===== config.mk =====
export PLATFORM = sky130hd
export DESIGN_NAME = instr_fetch_queue
export DESIGN_NICKNAME = d
export VERILOG_FILES = /design/src/rtl/risc16_pkg.sv /design/src/rtl/fetch_queue_fifo.sv /design/src/rtl/instr_fetch_queue.sv
export SDC_FILE = /design/constraint.sdc
export NUM_CORES = 1
export LEC_CHECK = 0
export BUFFER_PORTS_ARGS = -buffer_cell sky130_fd_sc_hd__buf_4
export CAP_MARGIN = 20
export CORE_MARGIN = 8
export CORE_UTILIZATION = 25
export CTS_CLUSTER_DIAMETER = 150
export DETAILED_ROUTE_END_ITERATION = 10
export GPL_TIMING_DRIVEN = 0
export PLACE_DENSITY_LB_ADDON = 0.15
export SETUP_SLACK_MARGIN = 0.02
export SLEW_MARGIN = 0
export SYNTH_ARGS = -nofsm -noshare
export SYNTH_HDL_FRONTEND = slang
export SYNTH_SLANG_ARGS = --single-unit

===== constraint.sdc =====
create_clock -name clk -period 2.5 [get_ports clk]
set_input_delay 0.5 -clock clk [delete_from_list [all_inputs] [get_ports clk]]
set_output_delay 0.5 -clock clk [all_outputs]
set_load 0.03 [all_outputs]

===== src/rtl/risc16_pkg.sv =====
// Shared widths and defaults for the risc16 front end.
package risc16_pkg;

  // Program counter / instruction memory address width.
  localparam int PC_W    = 4;
  // Instruction word width.
  localparam int INSTR_W = 16;
  // Default fetch queue depth (power of two, 2..8).
  localparam int DEPTH   = 4;

  // Pointer width for a power-of-two queue depth.
  function automatic int ptr_w(input int depth);
    return $clog2(depth);
  endfunction

  // Pointer width for the default depth.
  localparam int PTR_W = ptr_w(DEPTH);

endpackage


===== src/rtl/fetch_queue_fifo.sv =====
// Fetch queue storage: entry array, head/tail pointers and occupancy.
// flush empties the queue on the next edge and wins over push/pop.
module fetch_queue_fifo
  import risc16_pkg::ptr_w;
#(
  parameter int W     = 20,
  parameter int DEPTH = 4,
  localparam int PW   = ptr_w(DEPTH)
) (
  input  logic          clk,
  input  logic          rst,
  input  logic          flush,
  input  logic          push,
  input  logic          pop,
  input  logic [W-1:0]  wdata,
  output logic [W-1:0]  rdata,
  output logic [PW:0]   count
);

  logic [W-1:0]  mem_q [DEPTH];
  logic [PW-1:0] head_q, head_d;
  logic [PW-1:0] tail_q, tail_d;
  logic [PW:0]   count_q, count_d;

  // Next-state pointers and occupancy; pointers wrap naturally at DEPTH.
  always_comb begin
    head_d  = head_q;
    tail_d  = tail_q;
    count_d = count_q;
    if (flush) begin
      head_d  = '0;
      tail_d  = '0;
      count_d = '0;
    end else begin
      if (push) tail_d = tail_q + 1'b1;
      if (pop)  head_d = head_q + 1'b1;
      case ({push, pop})
        2'b10:   count_d = count_q + 1'b1;
        2'b01:   count_d = count_q - 1'b1;
        default: count_d = count_q;
      endcase
    end
  end

  // Pointer and occupancy registers, cleared asynchronously.
  always_ff @(posedge clk or posedge rst) begin
    if (rst) begin
      head_q  <= '0;
      tail_q  <= '0;
      count_q <= '0;
    end else begin
      head_q  <= head_d;
      tail_q  <= tail_d;
      count_q <= count_d;
    end
  end

  // Entry storage; left uninitialised since empty entries are never shown.
  always_ff @(posedge clk) begin
    if (push && !flush) mem_q[tail_q] <= wdata;
  end

  // Head output is forced to zero while empty so reset shows clean outputs.
  assign rdata = (count_q != '0) ? mem_q[head_q] : '0;
  assign count = count_q;

endmodule


===== src/rtl/instr_fetch_queue.sv =====
// Instruction fetch queue: sequential fetch from a combinational
// instruction memory into a small FIFO feeding the decoder, with
// redirect flush from execute.
module instr_fetch_queue
  import risc16_pkg::ptr_w;
#(
  parameter int PC_W    = risc16_pkg::PC_W,
  parameter int INSTR_W = risc16_pkg::INSTR_W,
  parameter int DEPTH   = risc16_pkg::DEPTH,
  localparam int PW     = ptr_w(DEPTH)
) (
  input  logic               clk,
  input  logic               rst,
  input  logic               fetch_en,
  output logic [PC_W-1:0]    imem_addr,
  input  logic [INSTR_W-1:0] imem_data,
  input  logic               redirect,
  input  logic [PC_W-1:0]    redirect_pc,
  output logic               dec_valid,
  input  logic               dec_ready,
  output logic [INSTR_W-1:0] dec_instr,
  output logic [PC_W-1:0]    dec_pc,
  output logic [PW:0]        count
);

  localparam logic [PW:0] FULL_CNT = (PW+1)'(DEPTH);

  logic [PC_W-1:0]         fetch_pc_q, fetch_pc_d;
  logic                    push, pop;
  logic [INSTR_W+PC_W-1:0] head_entry;

  assign imem_addr = fetch_pc_q;
  assign dec_valid = (count != '0);

  // A redirect kills both the decoder handshake and the fetch that cycle.
  assign pop  = dec_valid & dec_ready & ~redirect;
  assign push = fetch_en & ~redirect & ((count < FULL_CNT) | pop);

  // Fetch address: jump target on redirect, otherwise advance per push.
  always_comb begin
    fetch_pc_d = fetch_pc_q;
    if (redirect)  fetch_pc_d = redirect_pc;
    else if (push) fetch_pc_d = fetch_pc_q + 1'b1;
  end

  // Fetch address register.
  always_ff @(posedge clk or posedge rst) begin
    if (rst) fetch_pc_q <= '0;
    else     fetch_pc_q <= fetch_pc_d;
  end

  fetch_queue_fifo #(
    .W     (INSTR_W + PC_W),
    .DEPTH (DEPTH)
  ) u_fifo (
    .clk   (clk),
    .rst   (rst),
    .flush (redirect),
    .push  (push),
    .pop   (pop),
    .wdata ({imem_data, fetch_pc_q}),
    .rdata (head_entry),
    .count (count)
  );

  assign dec_instr = head_entry[PC_W +: INSTR_W];
  assign dec_pc    = head_entry[PC_W-1:0];

endmodule


==> results of run 1 <==
placed cells by master (no fill, tap or decap), types with 2 or more instances in the layout:
master	Yosys	routed
nand2b_1	2	2
clkbuf_4	0	2
inv_6	0	2
xor2_1	2	2
buf_4	1	53
nor2_1	3	3
buf_8	0	3
ha_1	5	5
and2_1	21	21
a221o_1	2	2
o21ai_0	3	3
nor3_1	2	2
nor2b_1	2	2
a21oi_1	4	4
clkbuf_1	4	2
buf_2	5	5
nor4b_1	2	2
mux4_2	18	18
clkinvlp_4	0	4
mux4_1	2	2
dfrtp_1	11	11
nand3_1	2	2
buf_16	0	2
and3_1	5	5
edfxtp_1	80	80
nand4_1	2	2
inv_1	7	7
clkbuf_16	0	9
stage by stage:
step | TNS (ps) | instance area (um^2)
2_1_floorplan | 0 | 3795
3_3_place_gp | -9686 | 4420
3_5_place_dp | 0 | 4506
4_1_cts | 0 | 4790
5_1_grt | 0 | 4798
6_report | 0 | 4798
routing by layer:
layer  share of wire, %  up-vias  wire, um  track usage [%]
met4                1.7        0       140            4.679
met1                 49     1005      3990            11.36
met2                 46       50      3787            13.45
met5                  0        -         0                0
li1                   -      965         -                -
met3                3.4        9       282            1.859
worst paths after layout:
path	from	depth (start not counted)	slack, ps	to
worst min-delay path	rst	2	170	u_fifo.count[2]
worst max-delay path	u_fifo.head_q[0]	4	100	dec_instr[2]
worst min register to register	u_fifo.tail_q[0]	1	600	u_fifo.tail_q[0]
max in group asynchronous	rst	2	2010	u_fifo.count[1]
min in group clk	imem_data[2]	1	360	u_fifo.mem_q[1][6]
worst max register to register	u_fifo.count[2]	7	340	u_fifo.count[2]
logic make-up (layout without fill, tap and decap cells):
| group | count (synthesis) | in the layout | share of synthesized area [%] |
|---|---|---|---|
| flip-flops | 91 | 91 | 70.56 |
| AND/OR/NAND/NOR | 46 | 46 | 7.419 |
| AO/OA/AOI/OAI | 22 | 22 | 4.484 |
| multiplexers | 21 | 21 | 12.36 |
| buffers and inverters | 19 | 91 | 2.539 |
| adder cells (fa/ha/maj) | 6 | 6 | 2.176 |
| XOR/XNOR | 2 | 2 | 0.4617 |
flip-flops by register name, indices dropped and copies added (netlist names):
signal,flops
u_fifo.tail_q,2
u_fifo.head_q,2
u_fifo.count,3
imem_addr,4
u_fifo.mem_q,80
where the power goes:
| group | switching, mW | internal, mW |
|---|---|---|
| combinational | 0.440 | 0.347 |
| clock | 0.573 | 0.677 |
| sequential | 0.0486 | 1.73 |
timing repair:
item	4_1_cts	5_1_grt
setup endpoints to repair	19	19
setup buffers	0	0
gates resized for setup	4	2
cloned	0	0
hold endpoints to repair	0	0
worst reg2reg max path, delay by kind of cell, from the launching register on:
| family | cells | cell delay [ps] |
|---|---|---|
| compound gates | 4 | 860 |
| fa+ha+maj | 1 | 440 |
| buf+inv | 1 | 200 |
| flops | 1 | 430 |
| simple gates | 1 | 110 |
Yosys cell counts (all sizes together), types with 3 or more instances:
cell    instances  area (um^2)
a21oi           4        20.02
clkbuf          4        15.01
and3            5        31.28
mux4           20        457.9
buf             8        55.05
ha              5        62.56
o21ai           3        15.01
edfxtp         80         2402
and2           21        131.4
inv             7        26.28
dfrtp          11        275.3
nor2            3        11.26
cell type report:
cell class / instances / share of cell area [%]
repair buffers: 56 / 9.909
inverters: 7 / 0.5476
multi-input cells: 97 / 21.38
flip-flops and latches: 91 / 55.80
well taps: 188 / 4.902
plain buffers: 12 / 1.695
clock buffers: 9 / 4.694
clock inverters: 7 / 1.069
==> results.md, run 1 <==
* Sink Count at 91
* Initial DRC Count at 112
* Utilization after layout at 31.92%
* Post-synth net total at 238
* Asr flop ratio synth at 12.09%
* Status: completed
* Setup ws final at 101.2 ps
* Final non-filler cell total at 467
* DRC at 0
* Post-synth top flop: edfxtp_1
* Largest net degree at the start of global routing at 17
* Final Total Pwr at 3.814 mW
* Clock latency on the worst-skew pair at 330 ps
* Fin crit period at 2399 ps
* Initial Util at 25.24%
* HP Class: primary input to async pin
* Register area at 2678 um^2
* Hold WS at 173.2 ps
* Layout area overhead at 26.44%
* Root Buffer: clkbuf_16
* Unrepaired setup endpoints after global routing: false
* Synth Warn # at 0
* Core area at 15,030 um^2
* Avg Cell Area, Syn at 18.33 um^2
* Clock-pin slew on the worst setup and hold paths at 60 ps
* Final ANT Viol Nets at 0
* # rows at 45
* Share of layout cells above drive strength 1 at 37.63%
* Slew margin rel. at 52.37%
* Routed WL per cell at 17.56 um
* Mapped Area at 3795 um^2
* Drt total wl at 8.201 mm
* Routed via count at 2,029
* EDFF count, synth at 80
* I/O pin count at 53
* Global-route usage over all layers at 8.751%
* Final net count at 305
* Crit path buf inv count at 2
* Sequential area share after synthesis at 70.56%
* Fin Clk Skew at 4.132 ps
* DRT Pass-1 Iters at 4
* Setup Slack @ Placement at 43.09 ps
* Period utilisation layout at 95.95%
* CTS max path bufs at 2
* Antenna violations before repair at 0
* Full die area at 19,380 um^2
* Max Freq at 0.4169 GHz
* Max-slew violation count at 0
* Worst path required time at 2000 ps
* Multi-input logic area at 1026 um^2
* H-tree levels at 3
* # fillers at 1,445
* Setup Crit Path Kind: flop to output port
* Die Width at 139.2 um
* Critical-path cell list: buf_8 > mux4_2 > and2_1 > buf_4
* P_leak at 1.712 nW
* CP Max Fanout at 10
* Post-Place Cells at 451
* Max cap viols at 0
* Slowest-stage cell, CP: mux4_2
* Largest delay contributor family on the critical path: multiplexers
* Die Y at 139.2 um
* Crit path launch type: flop
* Pwr dens at 794.8 nW/um^2
* TritonCTS buffer count at 9
* CTS tree: built
* Crit path DAT at 1900 ps
* Peak supply drop at 262.1 uV
* Setup violators final at 0
* Worst Tran Pin Value at 714.4 ps
* RePlAce Congestion at 0.7525
* Number of synthesized register bits at 91
* First-pass GRT wire length at 12.73 mm
* Detailed placement HPWL at 5.523 mm
* Crit path largest cell delay at 530 ps
* Gr ovfl total at 0
* IO buf count at 52
* Synth unique cells at 43
* Hold buffer count at CTS at 0
* Vias per cell at 4.345
* Cells after synthesis at 207
* Ant diodes at 0
* Number of hold violations in the final report at 0
* Vias in the first global route at 2,146
* CP Capture Type: output port
Note: power is estimated with default switching activity, not from simulation.
==> run 2: changes to the inputs <==
--- a/config.mk
+++ b/config.mk
@@ -11,8 +11,8 @@
 export CORE_UTILIZATION = 25
 export CTS_CLUSTER_DIAMETER = 150
 export DETAILED_ROUTE_END_ITERATION = 10
-export GPL_TIMING_DRIVEN = 0
 export PLACE_DENSITY_LB_ADDON = 0.15
+export RECOVER_POWER = 25
 export SETUP_SLACK_MARGIN = 0.02
 export SLEW_MARGIN = 0
 export SYNTH_ARGS = -nofsm -noshare
==> run 2 against run 1 <==
  * Clock skew rose by 0.85 ps
  * First-iteration DRC count down 51%
  * Global-route usage fell by 0.24 points
  * Sequential power barely moved
  * Combinational power fell by 3.9%
  * Largest cell class unchanged
  * Highest routed layer unchanged
==> results.md, run 2 (synthesized netlist as in run 1, its figures left out) <==
* Crit path launch type: flop
* Fin Clk Skew at 4.987 ps (+0.8545 ps)
* Setup Crit Path Kind: flop to output port
* Detailed placement HPWL at 4.996 mm (-9.5%)
* Setup Slack @ Placement at 190.5 ps (+147.4 ps)
* Layout area overhead at 24.23%
* Core area at 15,030 um^2 (unchanged)
* Die Width at 139.2 um (unchanged)
* Pwr dens at 812.6 nW/um^2 (+2.2%)
* RePlAce Congestion at 0.7449 (-1.0%)
* Routed WL per cell at 17.12 um (-2.5%)
* Vias per cell at 4.421 (+1.8%)
* Grt met3 use at 2.651% (+0.79 points)
* Initial DRC Count at 55 (-51%)
* Hold buffer count at CTS at 0 (unchanged)
* Reg2reg path depth at 7 (unchanged)
* IO buf count at 52 (unchanged)
* HP Class: primary input to async pin
* Crit Reg-Reg Startpoint: u_fifo.count[2]
* Period utilisation layout at 95.23% (-0.72 points)
* Non-Filler Cell Area, Final at 4715 um^2 (-1.7%)
* CP Capture Type: output port
* Global-route usage over all layers at 8.510% (-0.24 points)
* Max-slew violation count at 0 (unchanged)
* R2R setup slack at 310 ps (-30 ps)
* Crit path DAT at 1880 ps (-20 ps)
* Ant diodes at 0 (unchanged)
* Unrepaired setup endpoints after global routing: false
* TritonCTS buffer count at 9 (unchanged)
* Setup TNS at 0 ps (unchanged)
* Slew margin rel. at 70.72% (+18 points)
* Max cap viols at 0 (unchanged)
* Worst r2r dst: u_fifo.count[2]
* Status: completed
* P_leak at 1.653 nW (-3.4%)
* Most frequent cells in the layout: edfxtp_1 (80), buf_4 (44), and2_1 (21)
* I/O pin count at 53 (unchanged)
* DRT Pass-1 Iters at 4 (unchanged)
* Worst path required time at 2000 ps (about the same)
* Peak supply drop at 256.1 uV (-2.3%)
* Vias in the first global route at 2,230 (+3.9%)
* # rows at 45 (unchanged)
* Gr ovfl total at 0 (unchanged)
* Final ANT Viol Nets at 0 (unchanged)
* Met2 GRT Util at 13.84% (+0.39 points)
* First-pass GRT wire length at 12.56 mm (-1.3%)
* # fillers at 1,481 (+2.5%)
* Placed cell areas at 4456 um^2 (-1.1%)
* GR peak layer: met2
* Full die area at 19,380 um^2 (unchanged)
* Sink Count at 91 (unchanged)
* CP Max Fanout at 10 (unchanged)
* GR Layer Usage met1 at 10.30% (-1.1 points)
* Initial Util at 25.24% (unchanged)
* Clock-pin slew on the worst setup and hold paths at 60 ps (about the same)
* Setup ws final at 119.2 ps (+17.94 ps)
* Setup violators final at 0 (unchanged)
* Drt total wl at 7.892 mm (-3.8%)
* DRC at 0 (unchanged)
* Routed via count at 2,038 (+0.44%)
* Die Y at 139.2 um (unchanged)
* Commonest non-fill, non-tap cell in the layout: edfxtp_1
* Worst Tran Pin Value at 438.7 ps (-275.7 ps)
* Antenna violations before repair at 0 (unchanged)
* Share of layout cells above drive strength 1 at 31.14% (-6.5 points)
* H-tree levels at 3 (unchanged)
* Number of hold violations in the final report at 0 (unchanged)
* Number of flip-flops in the largest register at 80 (unchanged)
* Fin crit period at 2381 ps (-17.94 ps)
* Top reg by flops: u_fifo.mem_q
* Root Buffer: clkbuf_16
* Clock latency on the worst-skew pair at 330 ps (about the same)
* Largest net degree at the start of global routing at 22 (+5)
* CTS tree: built
* CTS max path bufs at 2 (unchanged)
* Final net count at 299 (-2.0%)
* Max Freq at 0.4200 GHz (+0.75%)
==> run 2: stage by stage <==
stage	power, mW	util, %	cells	hold WS, ps
final	3.831	31.36	461	168.6
after global routing	4.010	31.36	461	197.5
after CTS	3.887	31.54	460	192.7
after detailed placement	2.592	29.64	444	535.4
after global placement	2.593	29.64	444	542.7
after floorplan	2.296	-	207	352.4
==> run 2: worst max-delay path by stage <==
stage | from | endpoint | slack (ps) | cells after the start
2_1_floorplan | u_fifo.count[1] | dec_instr[10] | 300 | 4
3_3_place_gp | redirect | u_fifo.count[2] | 250 | 8
3_5_place_dp | redirect | u_fifo.count[2] | 190 | 8
4_1_cts | u_fifo.head_q[0] | dec_pc[0] | 30 | 4
5_1_grt | u_fifo.count[2] | dec_instr[12] | 20 | 4
6_report | u_fifo.head_q[0] | dec_pc[0] | 120 | 4
==> run 2: routing by layer <==
layer | vias to the layer above | wire (um) | share of wire, %
li1 | 944 | - | -
met1 | 1037 | 3570 | 45
met2 | 48 | 3843 | 49
met3 | 9 | 367 | 4.7
met4 | 0 | 110 | 1.4
met5 | - | 0 | 0
==> run 2: critical path, stage by stage (launching register included) <==
cell and delay, ps:
dfrtp_2 460, buf_12 180, mux4_1 560, and2_1 180, buf_4 160
==> run 2: final cells by class <==
class / count / area [um^2] / share of cell area, %
flip-flops and latches: 91 / 2679 / 56.82
multi-input cells: 97 / 1021 / 21.66
repair buffers: 62 / 467.9 / 9.926
well taps: 188 / 235.2 / 4.989
clock buffers: 10 / 229.0 / 4.857
clock inverters: 6 / 56.30 / 1.194
inverters: 7 / 26.28 / 0.5573
==> run 2: power by group <==
part	total, mW	switching [mW]	internal, mW	leakage, nW
Sequential	1.79	0.0592	1.73	0.867
Combinational	0.756	0.423	0.333	0.645
Clock	1.29	0.521	0.766	0.141
==> run 2: repair_timing <==
| item | 4_1_cts | 5_1_grt |
|---|---|---|
| endpoints found under the setup margin | 0 | 2 |
| gates resized for setup | 0 | 1 |
| setup buffers | 0 | 0 |
